==> config.mk <==
export PLATFORM = sky130hd
export DESIGN_NAME = mux_sel_arbiter_flat
export DESIGN_NICKNAME = d
export VERILOG_FILES = /design/src/rtl/mux_sel_arbiter_pkg.sv /design/src/rtl/mux_sel_arbiter_if.sv /design/src/rtl/mux_sel_arbiter_dwell_counter.sv /design/src/rtl/mux_sel_arbiter.sv /design/src/flat_wrapper.sv
export SDC_FILE = /design/constraint.sdc
export NUM_CORES = 1
export LEC_CHECK = 0
export CAP_MARGIN = 5
export CORE_ASPECT_RATIO = 0.5
export CORE_MARGIN = 3
export CORE_UTILIZATION = 39
export CTS_CLUSTER_DIAMETER = 80
export DETAILED_ROUTE_END_ITERATION = 16
export DONT_BUFFER_PORTS = 1
export RECOVER_POWER = 25
export SYNTH_ARGS = -nofsm -noshare
export SYNTH_HDL_FRONTEND = slang
export SYNTH_SLANG_ARGS = --single-unit
==> constraint.sdc <==
create_clock -name clk -period 5.45 [get_ports clk]
set_input_delay 0.8175 -clock clk [delete_from_list [all_inputs] [get_ports clk]]
set_output_delay 0.8175 -clock clk [all_outputs]
set_load 0.01 [all_outputs]
==> src/rtl/mux_sel_arbiter_pkg.sv <==
// Shared definitions for the mux select arbiter: FSM state encoding, sel polarity
// constants and the round-robin arbitration rule used by IDLE and GUARD.
package mux_sel_arbiter_pkg;

  typedef enum logic [1:0] {
    ST_IDLE  = 2'd0,
    ST_GNT_A = 2'd1,
    ST_GNT_B = 2'd2,
    ST_GUARD = 2'd3
  } state_e;

  typedef enum logic {
    LAST_B = 1'b0,
    LAST_A = 1'b1
  } last_e;

  // The datapath mux computes y = sel ? a : b, so these must stay in step with it.
  localparam logic SEL_A = 1'b1;
  localparam logic SEL_B = 1'b0;

  function automatic state_e arbitrate(input logic req_a, input logic req_b,
                                       input last_e last);
    state_e nxt;
    nxt = ST_IDLE;
    unique case ({req_a, req_b})
      2'b10:   nxt = ST_GNT_A;
      2'b01:   nxt = ST_GNT_B;
      2'b11:   nxt = (last == LAST_A) ? ST_GNT_B : ST_GNT_A;
      default: nxt = ST_IDLE;
    endcase
    return nxt;
  endfunction

  function automatic logic is_grant(input state_e s);
    return (s == ST_GNT_A) || (s == ST_GNT_B);
  endfunction

endpackage

==> src/rtl/mux_sel_arbiter_if.sv <==
// Request/grant bundle between the two requesters and the mux select arbiter.
// master = requester side, slave = arbiter side.
interface mux_sel_arbiter_if #(
  parameter int unsigned CNT_W = 8
) ();

  logic             req_a;
  logic             req_b;
  logic             sel;
  logic             gnt_a;
  logic             gnt_b;
  logic             busy;
  logic [CNT_W-1:0] switch_cnt;

  modport master (
    output req_a,
    output req_b,
    input  sel,
    input  gnt_a,
    input  gnt_b,
    input  busy,
    input  switch_cnt
  );

  modport slave (
    input  req_a,
    input  req_b,
    output sel,
    output gnt_a,
    output gnt_b,
    output busy,
    output switch_cnt
  );

endinterface

==> src/rtl/mux_sel_arbiter_dwell_counter.sv <==
// Dwell counter for one grant: cleared on grant entry, counts while the grant is
// held, saturates at HOLD_CYCLES; done flags that the minimum hold has been met.
module dwell_counter #(
  parameter int unsigned CNT_W       = 8,
  parameter int unsigned HOLD_CYCLES = 4
) (
  input  logic             clk,
  input  logic             rst_n,
  input  logic             clr,
  input  logic             en,
  output logic [CNT_W-1:0] cnt,
  output logic             done
);

  localparam logic [CNT_W-1:0] HOLD_MAX  = CNT_W'(HOLD_CYCLES);
  localparam logic [CNT_W-1:0] HOLD_LAST = CNT_W'(HOLD_CYCLES - 1);

  logic [CNT_W-1:0] cnt_q;
  logic [CNT_W-1:0] cnt_d;

  always_comb begin
    cnt_d = cnt_q;
    if (clr) begin
      cnt_d = '0;
    end else if (en && (cnt_q < HOLD_MAX)) begin
      cnt_d = cnt_q + 1'b1;
    end
  end

  // NOTE: sequential state uses non-blocking assignments only, so every flop
  // samples the pre-edge values of its neighbours regardless of block order.
  always_ff @(posedge clk or negedge rst_n) begin
    if (!rst_n) begin
      cnt_q <= '0;
    end else begin
      cnt_q <= cnt_d;
    end
  end

  assign cnt  = cnt_q;
  assign done = (cnt_q >= HOLD_LAST);

endmodule

==> src/rtl/mux_sel_arbiter.sv <==
// Round-robin arbiter driving the 2:1 data mux select line, with a minimum grant
// dwell and a one-cycle guard gap so sel never moves under an active grant.
module mux_sel_arbiter
  import mux_sel_arbiter_pkg::*;
#(
  parameter int unsigned HOLD_CYCLES = 4,
  parameter int unsigned CNT_W       = 8
) (
  input  logic               clk,
  input  logic               rst_n,
  mux_sel_arbiter_if.slave   bus
);

  state_e           state_q, state_d;
  last_e            last_q, last_d;
  logic             sel_q, sel_d;
  logic             gnt_a_q, gnt_a_d;
  logic             gnt_b_q, gnt_b_d;
  logic             busy_q, busy_d;
  logic [CNT_W-1:0] switch_cnt_q, switch_cnt_d;

  logic             dwell_clr;
  logic             dwell_en;
  logic             dwell_done;
  logic [CNT_W-1:0] dwell_cnt;

  dwell_counter #(
    .CNT_W       (CNT_W),
    .HOLD_CYCLES (HOLD_CYCLES)
  ) u_dwell (
    .clk   (clk),
    .rst_n (rst_n),
    .clr   (dwell_clr),
    .en    (dwell_en),
    .cnt   (dwell_cnt),
    .done  (dwell_done)
  );

  always_comb begin
    // NOTE: every signal gets a default before the case, so no path can leave
    // one unassigned and infer a latch.
    state_d      = state_q;
    last_d       = last_q;
    sel_d        = sel_q;
    switch_cnt_d = switch_cnt_q;
    dwell_clr    = 1'b0;
    dwell_en     = 1'b0;

    unique case (state_q)
      ST_GNT_A: begin
        dwell_en = 1'b1;
        // Release once the hold is met if A is done or B is waiting.
        if (dwell_done && (!bus.req_a || bus.req_b)) state_d = ST_GUARD;
      end
      ST_GNT_B: begin
        dwell_en = 1'b1;
        if (dwell_done && (!bus.req_b || bus.req_a)) state_d = ST_GUARD;
      end
      default: begin
        state_d = arbitrate(bus.req_a, bus.req_b, last_q);
      end
    endcase

    // Grant entry is the only place sel, last and the switch counter change.
    if (!is_grant(state_q) && is_grant(state_d)) begin
      dwell_clr = 1'b1;
      if (state_d == ST_GNT_A) begin
        sel_d  = SEL_A;
        last_d = LAST_A;
      end else begin
        sel_d  = SEL_B;
        last_d = LAST_B;
      end
      if (switch_cnt_q != '1) switch_cnt_d = switch_cnt_q + 1'b1;
    end

    gnt_a_d = (state_d == ST_GNT_A);
    gnt_b_d = (state_d == ST_GNT_B);
    busy_d  = gnt_a_d | gnt_b_d;
  end

  always_ff @(posedge clk or negedge rst_n) begin
    if (!rst_n) begin
      state_q      <= ST_IDLE;
      last_q       <= LAST_B;
      sel_q        <= SEL_B;
      gnt_a_q      <= 1'b0;
      gnt_b_q      <= 1'b0;
      busy_q       <= 1'b0;
      switch_cnt_q <= '0;
    end else begin
      state_q      <= state_d;
      last_q       <= last_d;
      sel_q        <= sel_d;
      gnt_a_q      <= gnt_a_d;
      gnt_b_q      <= gnt_b_d;
      busy_q       <= busy_d;
      switch_cnt_q <= switch_cnt_d;
    end
  end

  assign bus.sel        = sel_q;
  assign bus.gnt_a      = gnt_a_q;
  assign bus.gnt_b      = gnt_b_q;
  assign bus.busy       = busy_q;
  assign bus.switch_cnt = switch_cnt_q;

  a_one_hot_grant: assert property (@(posedge clk) disable iff (!rst_n)
    !(gnt_a_q && gnt_b_q));
  a_sel_follows_a: assert property (@(posedge clk) disable iff (!rst_n)
    gnt_a_q |-> (sel_q == SEL_A));
  a_sel_follows_b: assert property (@(posedge clk) disable iff (!rst_n)
    gnt_b_q |-> (sel_q == SEL_B));
  a_dwell_bounded: assert property (@(posedge clk) disable iff (!rst_n)
    dwell_cnt <= CNT_W'(HOLD_CYCLES));

endmodule
==> src/flat_wrapper.sv <==
// flat-port wrapper written by rule: the top's interface ports become plain ports
module mux_sel_arbiter_flat import mux_sel_arbiter_pkg::*;
#(
  parameter int unsigned HOLD_CYCLES = 4,
  parameter int unsigned CNT_W       = 8
)
  (clk, rst_n, bus_req_a, bus_req_b, bus_sel, bus_gnt_a, bus_gnt_b, bus_busy, bus_switch_cnt);
  mux_sel_arbiter_if #(.CNT_W(CNT_W)) bus_i ();
  input  logic clk;
  input  logic rst_n;
  input wire logic [$bits(bus_i.req_a)-1:0] bus_req_a;
  input wire logic [$bits(bus_i.req_b)-1:0] bus_req_b;
  output wire logic [$bits(bus_i.sel)-1:0] bus_sel;
  output wire logic [$bits(bus_i.gnt_a)-1:0] bus_gnt_a;
  output wire logic [$bits(bus_i.gnt_b)-1:0] bus_gnt_b;
  output wire logic [$bits(bus_i.busy)-1:0] bus_busy;
  output wire logic [$bits(bus_i.switch_cnt)-1:0] bus_switch_cnt;
  assign bus_i.req_a = bus_req_a;
  assign bus_i.req_b = bus_req_b;
  assign bus_sel = bus_i.sel;
  assign bus_gnt_a = bus_i.gnt_a;
  assign bus_gnt_b = bus_i.gnt_b;
  assign bus_busy = bus_i.busy;
  assign bus_switch_cnt = bus_i.switch_cnt;
  mux_sel_arbiter #(.HOLD_CYCLES(HOLD_CYCLES), .CNT_W(CNT_W)) u_core (.clk(clk), .rst_n(rst_n), .bus(bus_i));
endmodule
* Yosys cells after proc, flatten, opt, wreduce, memory -nomap -nowiden *
Cells that the tools add are included.

word-level totals
  register bits = 22
  output and inout port bits = 12
  word-level logic and storage cells = 44

operators by class
  bitwise operators = 1
  muxes and demuxes = 10
  reductions and logical operators = 14
  eq/ne operators = 8
  add/subtract/negate cells = 2
  $lt $le $gt $ge = 2

operator list
  cell                                                                number
  adder 8 x 1 -> 8 bit (second input constant)                        2
  2-to-1 mux 8 bit                                                    2
  equality test 2 bit (second input constant)                         4
  greater-or-equal comparator 8 x 2 -> 1 bit (second input constant)  1
  < comparator 8 x 3 -> 1 bit (second input constant)                 1
  != test 8 bit (second input constant)                               1
  equality test 2 x 1 -> 1 bit (second input constant)                3
  2-to-1 mux 2 bit                                                    3
  case mux 2 bit (3 select lines)                                     1
  logical AND 1 bit                                                   4
  logical OR 1 bit                                                    4
  case mux 2 bit (2 select lines)                                     1
  zero test 1 bit                                                     3
  2-to-1 mux 1 bit                                                    3
  AND reduction 2 bit                                                 1
  nonzero test 2 bit                                                  1
  OR reduction 2 bit                                                  1
  OR 1 bit                                                            1

* Depth between registers and ports, before layout *
Gate-level depths: netlist (run 1).

  depth in word-level cells = 10
  depth in mapped cells = 11
  mapped depth without buffers = 10

* Modules after synthesis *
Synthesis (run 1) repeated with hierarchy kept, for this count alone.

unflattened totals
  cell total of the unflattened synthesis = 91
  area, all modules = 1084.8 µm²

modules (own cells, without submodules)
  module           instances  area each (µm²)  cells an instance  seq. area each (µm²)
  mux_sel_arbiter  1          737.0            65                 350.3
  dwell_counter    1          347.8            26                 200.2

* Worst setup path after synthesis (run 1) *
OpenSTA, ideal clock, no wires.

  path type = input to register
  start point = in bus_req_a
  end point = reg u_core.switch_cnt_q[5] (netlist: u_core.bus.switch_cnt[5])
  stages = 9
  required time = 5385 ps
  arrival = 2506 ps
  setup slack = 2879 ps
  cell sequence = inv_1 > a2bb2oi_1 > o21ai_0 > a22oi_1 > ha_1 > nand2b_1 > a211o_1 > or3_1 > nand2_1

on the way
  word-level cells in the longest chain between the ends = 9
  elaborated cells on any way between the ends = 17
  those cells by class = eq/ne: 5; mux: 4; reduce/logical: 8

ends and longest elaborated chain
  item                                                                        RTL line                   RTL
  start, declared                                                             flat_wrapper.sv:11         input wire logic [$bits(bus_i.req_a)-1:0] bus_req_a;
  branches (longest 4 deep; another with case mux 2 bit (3 select lines))     --
  case mux 2 bit (2 select lines) (*)                                         mux_sel_arbiter.sv:49      unique case (state_q)
  named net u_core.state_d[1]                                                 mux_sel_arbiter.sv:14      state_e state_q, state_d;
  equality test 2 x 1 -> 1 bit / equality test 2 bit (equally long branches)  mux_sel_arbiter_pkg.sv:35  return (s == ST_GNT_A) || (s == ST_GNT_B);
  logical OR 1 bit (*)                                                        mux_sel_arbiter_pkg.sv:35
  logical AND 1 bit (*)                                                       mux_sel_arbiter.sv:65      if (!is_grant(state_q) && is_grant(state_d)) begin
  AND reduction 2 bit (no source line) (*)                                    --
  end signal, assigned                                                        mux_sel_arbiter.sv:98      switch_cnt_q <= switch_cnt_d;
  end, declared                                                               mux_sel_arbiter.sv:20      logic [CNT_W-1:0] switch_cnt_q, switch_cnt_d;

Mark *: on every way through the listed nets, which the timed path passes.
A chain may end at the register's enable or synchronous reset.

* Final worst setup path (run 1) *
  start point = reg u_core.u_dwell.cnt_q[0] (netlist: u_core.u_dwell.cnt[0])
  end point = reg u_core.switch_cnt_q[5] (netlist: u_core.bus.switch_cnt[5])

on the way
  word-level cells in the longest chain between the ends = 8
  elaborated cells on any way between the ends = 11
  those cells by class = order compare: 1; eq/ne: 2; mux: 3; reduce/logical: 5

ends and longest elaborated chain
  item                                                                        RTL line                                      RTL
  start, declared                                                             mux_sel_arbiter_dwell_counter.sv:18           logic [CNT_W-1:0] cnt_q;
  start signal, assigned                                                      mux_sel_arbiter_dwell_counter.sv:36           cnt_q <= cnt_d;
  greater-or-equal comparator 8 x 2 -> 1 bit (*)                              mux_sel_arbiter_dwell_counter.sv:41           assign done = (cnt_q >= HOLD_LAST);
  logical AND 1 bit, on equally long branches                                 mux_sel_arbiter.sv:57, mux_sel_arbiter.sv:53
  2-to-1 mux 2 bit, on equally long branches                                  mux_sel_arbiter.sv:57, mux_sel_arbiter.sv:53
  case mux 2 bit (2 select lines) (*)                                         mux_sel_arbiter.sv:49
  named net u_core.state_d[1]                                                 mux_sel_arbiter.sv:14
  equality test 2 x 1 -> 1 bit / equality test 2 bit (equally long branches)  mux_sel_arbiter_pkg.sv:35
  logical OR 1 bit (*)                                                        mux_sel_arbiter_pkg.sv:35
  logical AND 1 bit (*)                                                       mux_sel_arbiter.sv:65
  AND reduction 2 bit (no source line) (*)                                    --

The timed path passes the listed nets; every way through them passes the cells marked *.

==> flow_metrics.tcl, run 1 <==
set metrics [dict create \
    crit_arrival_ns 2.99 \
    post-cts-setup-buffers 0 \
    switching_share_pct 40.4 \
    synth.avg_cell_area_um2 11.2 \
    utilization_pct 48.2 \
    p_int_uw 457 \
    rrSetupSlack_ns 2.67 \
    gp_congestion 0.700 \
    slew_headroom_pct 70.4 \
    dpl.cell_count 126 \
    status "complete, no violations" \
    ant_nets 0 \
    grt_pass1_wl_um 3120 \
    irDropWorstVdd_mv 0.198 \
    final_max_slew_viol_count 0 \
    pin_count 16 \
    totalWireLength_um 1830 \
    fillCellCount 225 \
    critPathMaxFanout 7 \
    ys_warn_count 0 \
    cts-resized-gates 0 \
    crit_required_ns 5.65 \
    async_reset_ff_share_pct 100 \
    num_rows 12 \
    wl_per_cell_um 14.0 \
    fmax_mhz 359 \
    vias_per_cell 5.18 \
    route.detailed.drc 0 \
    pwr-share-comb_pct 42.8 \
    hold_viol_final 0 \
    power_switching_uw 311 \
    finalCritPeriodShare_pct 51.1 \
    seqPwrFrac_pct 37.3 \
    groute.usage.overall_pct 12.3 \
    synth_edf_count 0 \
    cts_tree "yes" \
    ys_seq_elements 22 \
    synth_area_mm2 0.00103 \
    worstSetupPathType "reg2reg" \
    grt_pass1_vias 689 \
    clk_latency_ns 0.26 \
    clkSlewWorstSetupHoldPaths_ns 0.09 \
    hold_class "in2async" \
    drive_gt1_share_pct 9.47 \
    numCtsBuffers 3 \
    drtIter0Drc 21 \
    fin_skew_ns 0.00668 \
    cts_root_buf "clkbuf_8" \
    worstReg2RegStart "u_core.u_dwell.cnt[0]" \
    cellLeakagePower_uw 0.000551 \
    cp-end-kind "flop" \
    layout.nets 106 \
    antenna_found_initial 0 \
    cap_violations 0 \
    start_util_pct 43.6 \
    die_y_um 42.3 \
    syn_inst 92 \
    final_cells 130 \
    tightest_slew_ns 0.444 \
    areaGrowthSynthToFinish_pct 10.5 \
    grt-ovfl-total 0 \
    post-route-min-period_ns 2.78 \
    postCtsHoldBufs 0 \
    pre_cts_ws_ns 2.64 \
    setup-tns-final_ns 0 \
    power_frac_clock_pct 19.9 \
    ys.flop_type "dfrtp_1" \
    synth_seq_area_share_pct 53.5 \
    finalSetupViolCount 0 \
    fin_ws_ns 2.67 \
    reg2reg_to "u_core.bus.switch_cnt[5]" \
    cp-start-kind "flop" \
    fp.dieW_um 78.6 \
    vias 673 \
    coreArea_mm2 0.00236 \
    reg2reg_depth 10 \
    htreeDepth 1 \
    rsz0062_at_grt "false" \
    grt_max_degree 23 \
    hpwl_um 1390 \
    power-per-cell-area_mw_per_mm2 676 \
    syn_nets 102 \
    clk_path_buf_depth 2 \
    whs_ns 0.236 \
    drt-pass1-iter-count 4 \
    io_buffers 0 \
    antenna_cells 0 \
    dieArea_mm2 0.00333 \
    netlist-cell-type-count 32 \
    clkSinkCount 22 \
]
==> cell usage after synthesis, drive strengths merged (2+ instances only) <==
library cell / instances / area (µm²)
xor2: 2 / 17.5
inv: 5 / 18.8
nor3: 2 / 15.0
nor2: 4 / 15.0
a31oi: 2 / 12.5
a21oi: 3 / 15.0
dfrtp: 22 / 551
nand3: 3 / 15.0
nand2: 10 / 37.5
ha: 6 / 75.1
a22oi: 2 / 15.0
and2: 5 / 31.3
o21ai: 6 / 30.0
xnor2: 4 / 35.0
==> metrics by stage <==
step | instance area (µm²) | total power, µW
final | 1140 | 768
after global routing | 1140 | 842
after CTS | 1140 | 779
after detailed placement | 1060 | 624
after global placement | 1060 | 603
after floorplan | 1030 | 554
==> worst max-delay path, cell delays in order, from the launching register on <==
cell	delay, ns
dfrtp_1	0.42
ha_1	0.23
nor3_1	0.23
a2bb2oi_1	0.10
o21ai_0	0.22
a22oi_1	0.13
ha_1	0.35
nand2b_1	0.25
a211o_1	0.34
or3_1	0.37
nand2_1	0.08
==> registers in the layout, summed over array words and instances, names as in the netlist <==
signal	cells
u_core.bus.busy	1
u_core.bus.gnt_a	1
u_core.bus.gnt_b	1
u_core.bus.switch_cnt	8
u_core.last_q	1
u_core.state_q	2
u_core.u_dwell.cnt	8
==> power by group through the flow <==
stage	registers [µW]	clock network (µW)	logic, µW
after floorplan	276	0	278
after global placement	287	0	316
after detailed placement	290	0	334
after CTS	287	157	335
after global routing	294	164	383
final	287	153	329
==> placed cells by master, fill, tap and decap left out, drive strengths merged, types with 2 or more instances in the layout <==
cell    Yosys  routed
and2        5       5
inv         5       5
nor3        2       2
xnor2       4       4
xor2        2       2
dfrtp      22      22
o21ai       6       6
nand2      10      10
nor2        4       4
ha          6       6
a22oi       2       2
clkbuf      0       3
a31oi       2       2
nand3       3       3
a21oi       3       3
==> routing by layer <==
metal | vias to the layer above | routed length, µm | track usage (%)
met5 | - | 0 | 0
met4 | 0 | 0 | 2.09
li1 | 320 | - | -
met2 | 19 | 880 | 20.6
met3 | 0 | 147 | 6.65
met1 | 334 | 798 | 14.2
==> layout make-up <==
class,count,area [µm²],area share (%)
clock buffer,3,41.3,3.63
multi-input combinational,64,452,39.8
inverter,5,18.8,1.65
sequential,22,551,48.5
tap,35,43.8,3.85
clock inverter,1,30.0,2.64
==> how the worst max path moves through the flow <==
stage                     startpoint                       end
2_1_floorplan              bus_req_a  u_core.bus.switch_cnt[5]
3_3_place_gp               bus_req_a  u_core.bus.switch_cnt[5]
3_5_place_dp               bus_req_a  u_core.bus.switch_cnt[5]
4_1_cts        u_core.u_dwell.cnt[0]  u_core.bus.switch_cnt[5]
5_1_grt        u_core.u_dwell.cnt[0]  u_core.bus.switch_cnt[5]
6_report       u_core.u_dwell.cnt[0]  u_core.bus.switch_cnt[5]
==> logic make-up (layout without fill, tap and decap cells) <==
| group | after synthesis | after routing | share of synthesized area [%] |
|---|---|---|---|
| adders and majority gates | 6 | 6 | 7.30 |
| and+or+nand+nor | 32 | 32 | 18.4 |
| DFF | 22 | 22 | 53.5 |
| muxes | 2 | 2 | 2.07 |
| buffers and inverters | 6 | 9 | 2.56 |
| xor gates and xnor gates | 6 | 6 | 5.11 |
| AOI/OAI and AO/OA | 18 | 18 | 11.1 |
Power figures use the tool's default switching activity.
==> run 2, diff against run 1 <==
clock period = 2.7 ns   (was 5.45 ns; I/O delays follow)
==> flow_metrics.tcl, run 2 (synthesized netlist as in run 1, its figures left out) <==
set metrics [dict create \
    num_rows 12 \
    dpl_cell_area_mm2 0.00108 \
    hold_viol_final 0 \
    fmax_mhz 389 \
    crit_arrival_ns 2.77 \
    drt-pass1-iter-count 4 \
    drtIter0Drc 27 \
    cp-end-kind "flop" \
    grt_pass1_wl_um 3080 \
    clkSlewWorstSetupHoldPaths_ns 0.07 \
    hp-start "bus_req_b" \
    reg2reg_to "u_core.bus.switch_cnt[5]" \
    worstSetupPathType "reg2reg" \
    pin_count 16 \
    critPathMaxFanout 5 \
    grt-ovfl-total 0 \
    route.detailed.drc 0 \
    crit_family "simple AND/OR/NAND/NOR gates" \
    clk_path_buf_depth 2 \
    drive_gt1_share_pct 12.4 \
    start_util_pct 43.6 \
    rrSetupSlack_ns 0.13 \
    cts_root_buf "clkbuf_8" \
    areaGrowthSynthToFinish_pct 10.7 \
    path_buf_inv 0 \
    antenna_cells 0 \
    slew_headroom_pct 34.4 \
    dieArea_mm2 0.00333 \
    reg2reg_depth 9 \
    groute.usage.overall_pct 12.1 \
    coreArea_mm2 0.00236 \
    pre_cts_ws_ns 0.0744 \
    worstReg2RegStart "u_core.u_dwell.cnt[7]" \
    irDropWorstVdd_mv 0.442 \
    fin_ws_ns 0.131 \
    totalWireLength_um 1880 \
    rsz0062_at_grt "false" \
    power-per-cell-area_mw_per_mm2 1360 \
    fillCellCount 227 \
    setup-tns-final_ns 0 \
    fin_skew_ns 0.00272 \
    final_cell_area_mm2 0.00114 \
    die_y_um 42.3 \
    htreeDepth 1 \
    numCtsBuffers 3 \
    cp-start-kind "flop" \
    cellLeakagePower_uw 0.000550 \
    post-cts-setup-buffers 0 \
    cap_violations 0 \
    layout_commonest_cell "dfrtp_1" \
    crit_chain "nor4_2, a2bb2oi_1, o21ai_1, a22oi_1, ha_1, nand2b_1, a211o_1, or3_1, nand2_1" \
    hold_class "in2reg" \
    grt_pass1_vias 702 \
    min_path_cells 2 \
    grt_max_degree 23 \
    antenna_found_initial 0 \
    io_buffers 0 \
    gp_congestion 0.757 \
    cp_slowest_cell "nor4_2" \
    crit_required_ns 2.90 \
    finalSetupViolCount 0 \
    tightest_slew_ns 0.980 \
    hold_end "u_core.state_q[1]" \
    clk_latency_ns 0.26 \
    regArea_um2 551 \
    layout.nets 109 \
    post-route-min-period_ns 2.57 \
    slowest_delay_ns 0.42 \
    cts_tree "yes" \
    layout_common_cells "dfrtp_1, nand2_1, inv_1, and2_1, ha_1" \
    finalCritPeriodShare_pct 95.2 \
    hpwl_um 1450 \
    vias 666 \
    status "complete, no violations" \
    vias_per_cell 5.05 \
    clkSinkCount 22 \
    final_max_slew_viol_count 0 \
    wl_per_cell_um 14.3 \
    multi_input_area_um2 459 \
    ant_nets 0 \
    fp.dieW_um 78.6 \
]
==> run 2: changes by cell type in the layout (fill, tap and decap cells not counted), sizes merged <==
cell / previous run / this run
buf: 0 / 2
bufinv: 1 / 0
dlygate4sd3: 0 / 1
==> run 2: per-layer routing <==
layer  up-vias  part of all wire, %  track usage (%)
met4         0                 0.53             4.18
met2        18                   46             20.2
met5         -                    0                0
met3         2                  8.1             6.65
li1        329                    -                -
met1       317                   45             13.2
==> run 2: power breakdown <==
part           total [µW]  switching [µW]  leakage (µW)  internal [µW]
Sequential            579             134      0.000284            445
Clock                 198            98.1     0.0000216           99.5
Combinational         777             424      0.000244            353
==> run 2: layout make-up <==
type | count | area share [%]
Inverter | 5 | 1.65
Multi-Input combinational cell | 64 | 40.3
Timing Repair Buffer | 3 | 2.20
Tap cell | 35 | 3.85
Sequential cell | 22 | 48.4
Clock buffer | 3 | 3.63
==> run 2: worst register-to-register path, cell delays in order, from the launching register on <==
cell and delay [ns]:
dfrtp_1 0.39, nor4_2 0.42, a2bb2oi_1 0.13, o21ai_1 0.18, a22oi_1 0.11, ha_1 0.35, nand2b_1 0.19, a211o_1 0.31
or3_1 0.37, nand2_1 0.08
==> run 2: per-stage QoR <==
step / hold slack, ns / instances / util [%] / power (µW)
global route: 0.415 / 132 / 48.3 / 1670
CTS: 0.413 / 132 / 48.0 / 1560
finish: 0.422 / 132 / 48.3 / 1550
floorplan: 0.109 / 92 / - / 1120
global placement: 0.110 / 128 / 45.8 / 1300
detailed placement: 0.110 / 128 / 45.8 / 1350
==> run 2: worst max path at each step <==
stage                          startpoint                  endpoint  slack (ns)  cells past startpoint
floorplan           u_core.u_dwell.cnt[0]  u_core.bus.switch_cnt[5]        0.27                     10
global placement    u_core.u_dwell.cnt[0]  u_core.bus.switch_cnt[5]        0.18                     10
detailed placement  u_core.u_dwell.cnt[7]  u_core.bus.switch_cnt[5]        0.07                      9
CTS                 u_core.u_dwell.cnt[7]  u_core.bus.switch_cnt[5]        0.04                      9
global route            u_core.state_q[0]  u_core.bus.switch_cnt[5]        0.02                     10
finish              u_core.u_dwell.cnt[7]  u_core.bus.switch_cnt[5]        0.13                      9
==> run 2: what timing repair did <==
| item | 4_1_cts | 5_1_grt |
|---|---|---|
| gates resized for setup | 0 | 4 |
| hold buffers | 1 | 0 |
| setup endpoints to repair | 0 | 2 |
| endpoints found under the hold margin | 22 | 0 |
==> run 3, diff against run 2 <==
SLEW_MARGIN = 30   (was default)
==> flow_metrics.tcl, run 3 (synthesized netlist as in run 1, its figures left out) <==
set metrics [dict create \
    pin_count 16 \
    wl_met1_um 836 \
    cp-start-kind "flop" \
    coreArea_mm2 0.00236 \
    power_frac_clock_pct 12.7 \
    final_max_slew_viol_count 0 \
    wl_per_cell_um 14.2 \
    vias_per_cell 5.08 \
    layout_commonest_cell "dfrtp_1" \
    crit_required_ns 2.90 \
    clk_path_buf_depth 2 \
    io_buffers 0 \
    layout_common_cells "dfrtp_1, nand2_1, inv_1, and2_1, ha_1" \
    worstReg2RegStart "u_core.u_dwell.cnt[7]" \
    p_int_uw 897 \
    grt_max_degree 23 \
    tightest_slew_ns 1.15 \
    finalCritPeriodShare_pct 95.1 \
    cap_violations 0 \
    layout.nets 109 \
    worstSetupPathType "reg2reg" \
    finalSetupViolCount 0 \
    dieArea_mm2 0.00333 \
    post-cts-setup-buffers 0 \
    maxUsedRoutingLayer "met4" \
    status "complete, no violations" \
    hold_class "in2async" \
    antenna_cells 0 \
    post-route-min-period_ns 2.57 \
    ant_nets 0 \
    num_rows 12 \
    drive_gt1_share_pct 12.4 \
    power-per-cell-area_mw_per_mm2 1370 \
    grt_pass1_wl_um 3080 \
    clkSlewWorstSetupHoldPaths_ns 0.07 \
    grt_pass1_vias 702 \
    clkSinkCount 22 \
    drtIter0Drc 23 \
    cp-end-kind "flop" \
    htreeDepth 1 \
    power_switching_uw 656 \
    dr_wl_met2_um 876 \
    crit_arrival_ns 2.77 \
    hpwl_um 1450 \
    rsz0062_at_grt "false" \
    areaGrowthSynthToFinish_pct 10.1 \
    die_y_um 42.3 \
    setup-tns-final_ns 0 \
    fillCellCount 226 \
    clk_latency_ns 0.26 \
    cellLeakagePower_uw 0.000547 \
    crit_chain "nor4_2, a2bb2oi_1, o21ai_1, a22oi_1, ha_1, nand2b_1, a211o_1, or3_1, nand2_1" \
    groute.usage.overall_pct 12.1 \
    start_util_pct 43.6 \
    antenna_found_initial 0 \
    route.detailed.drc 0 \
    grt-ovfl-total 0 \
    totalWireLength_um 1880 \
    fp.dieW_um 78.6 \
    cts_root_buf "clkbuf_8" \
    hold_viol_final 0 \
    reg2reg_depth 9 \
    rrSetupSlack_ns 0.13 \
    cp_slowest_cell "nor4_2" \
    pwr-share-comb_pct 50.0 \
    critPathMaxFanout 5 \
    seqPwrFrac_pct 37.3 \
    switching_share_pct 42.3 \
    slew_headroom_pct 23.4 \
    regArea_um2 551 \
    fin_skew_ns 0.00404 \
    gp_congestion 0.757 \
    whs_ns 0.345 \
    slowest_delay_ns 0.42 \
    cts_tree "yes" \
    wl_met3_um 153 \
    irDropWorstVdd_mv 0.442 \
    numCtsBuffers 3 \
    vias 671 \
    drt-pass1-iter-count 4 \
    multi_input_area_um2 459 \
    reg2reg_to "u_core.bus.switch_cnt[5]" \
    fmax_mhz 389 \
]
[run 3: power by group through the flow]
stage	combinational, µW	sequential [µW]	clock, µW
6_report	776	579	198
5_1_grt	861	590	222
4_1_cts	773	578	209
3_3_place_gp	717	580	0
3_5_place_dp	762	585	0
2_1_floorplan	561	557	0
[run 3: metrics by stage]
stage / power (µW) / worst slack (ns) / std cells / cell area, µm² / util, %
final: 1550 / 0.132 / 132 / 1130 / 48.0
after detailed placement: 1350 / 0.0744 / 128 / 1080 / 45.8
after CTS: 1560 / 0.0385 / 132 / 1130 / 48.0
after global routing: 1670 / 0.0184 / 132 / 1130 / 48.0
after global placement: 1300 / 0.177 / 128 / 1080 / 45.8
after floorplan: 1120 / 0.268 / 92 / 1030 / -
[run 3: routing by layer]
layer  up-vias  global-route usage [%]
li1        329                       -
met1       322                    13.2
met2        18                    20.2
met3         2                    6.65
met4         0                    4.18
met5         -                       0
[run 3: repair_timing]
item                                   4_1_cts  5_1_grt
setup endpoints to repair                    0        2
gates resized for setup                      0        4
hold buffers                                 1        0
endpoints found under the hold margin       22        0
[run 3: cell type report]
cell class,count,area share [%]
Inverter,5,1.66
Clock buffer,3,3.65
Multi-Input combinational cell,64,40.6
Sequential cell,22,48.6
Tap cell,35,3.87
Timing Repair Buffer,3,1.66
[run 3: worst max-delay path by stage]
stage,startpoint,endpoint,slack [ns]
2_1_floorplan,u_core.u_dwell.cnt[0],u_core.bus.switch_cnt[5],0.27
6_report,u_core.u_dwell.cnt[7],u_core.bus.switch_cnt[5],0.13
4_1_cts,u_core.u_dwell.cnt[7],u_core.bus.switch_cnt[5],0.04
5_1_grt,u_core.state_q[0],u_core.bus.switch_cnt[5],0.02
3_3_place_gp,u_core.u_dwell.cnt[0],u_core.bus.switch_cnt[5],0.18
3_5_place_dp,u_core.u_dwell.cnt[7],u_core.bus.switch_cnt[5],0.07
[run 3: critical path, delay by kind of cell (launching register included)]
family | cells | cell delay [ns]
flip-flops | 1 | 0.39
AND/OR/NAND/NOR | 4 | 1.06
adder cells (fa/ha/maj) | 1 | 0.35
AO/OA/AOI/OAI | 4 | 0.72
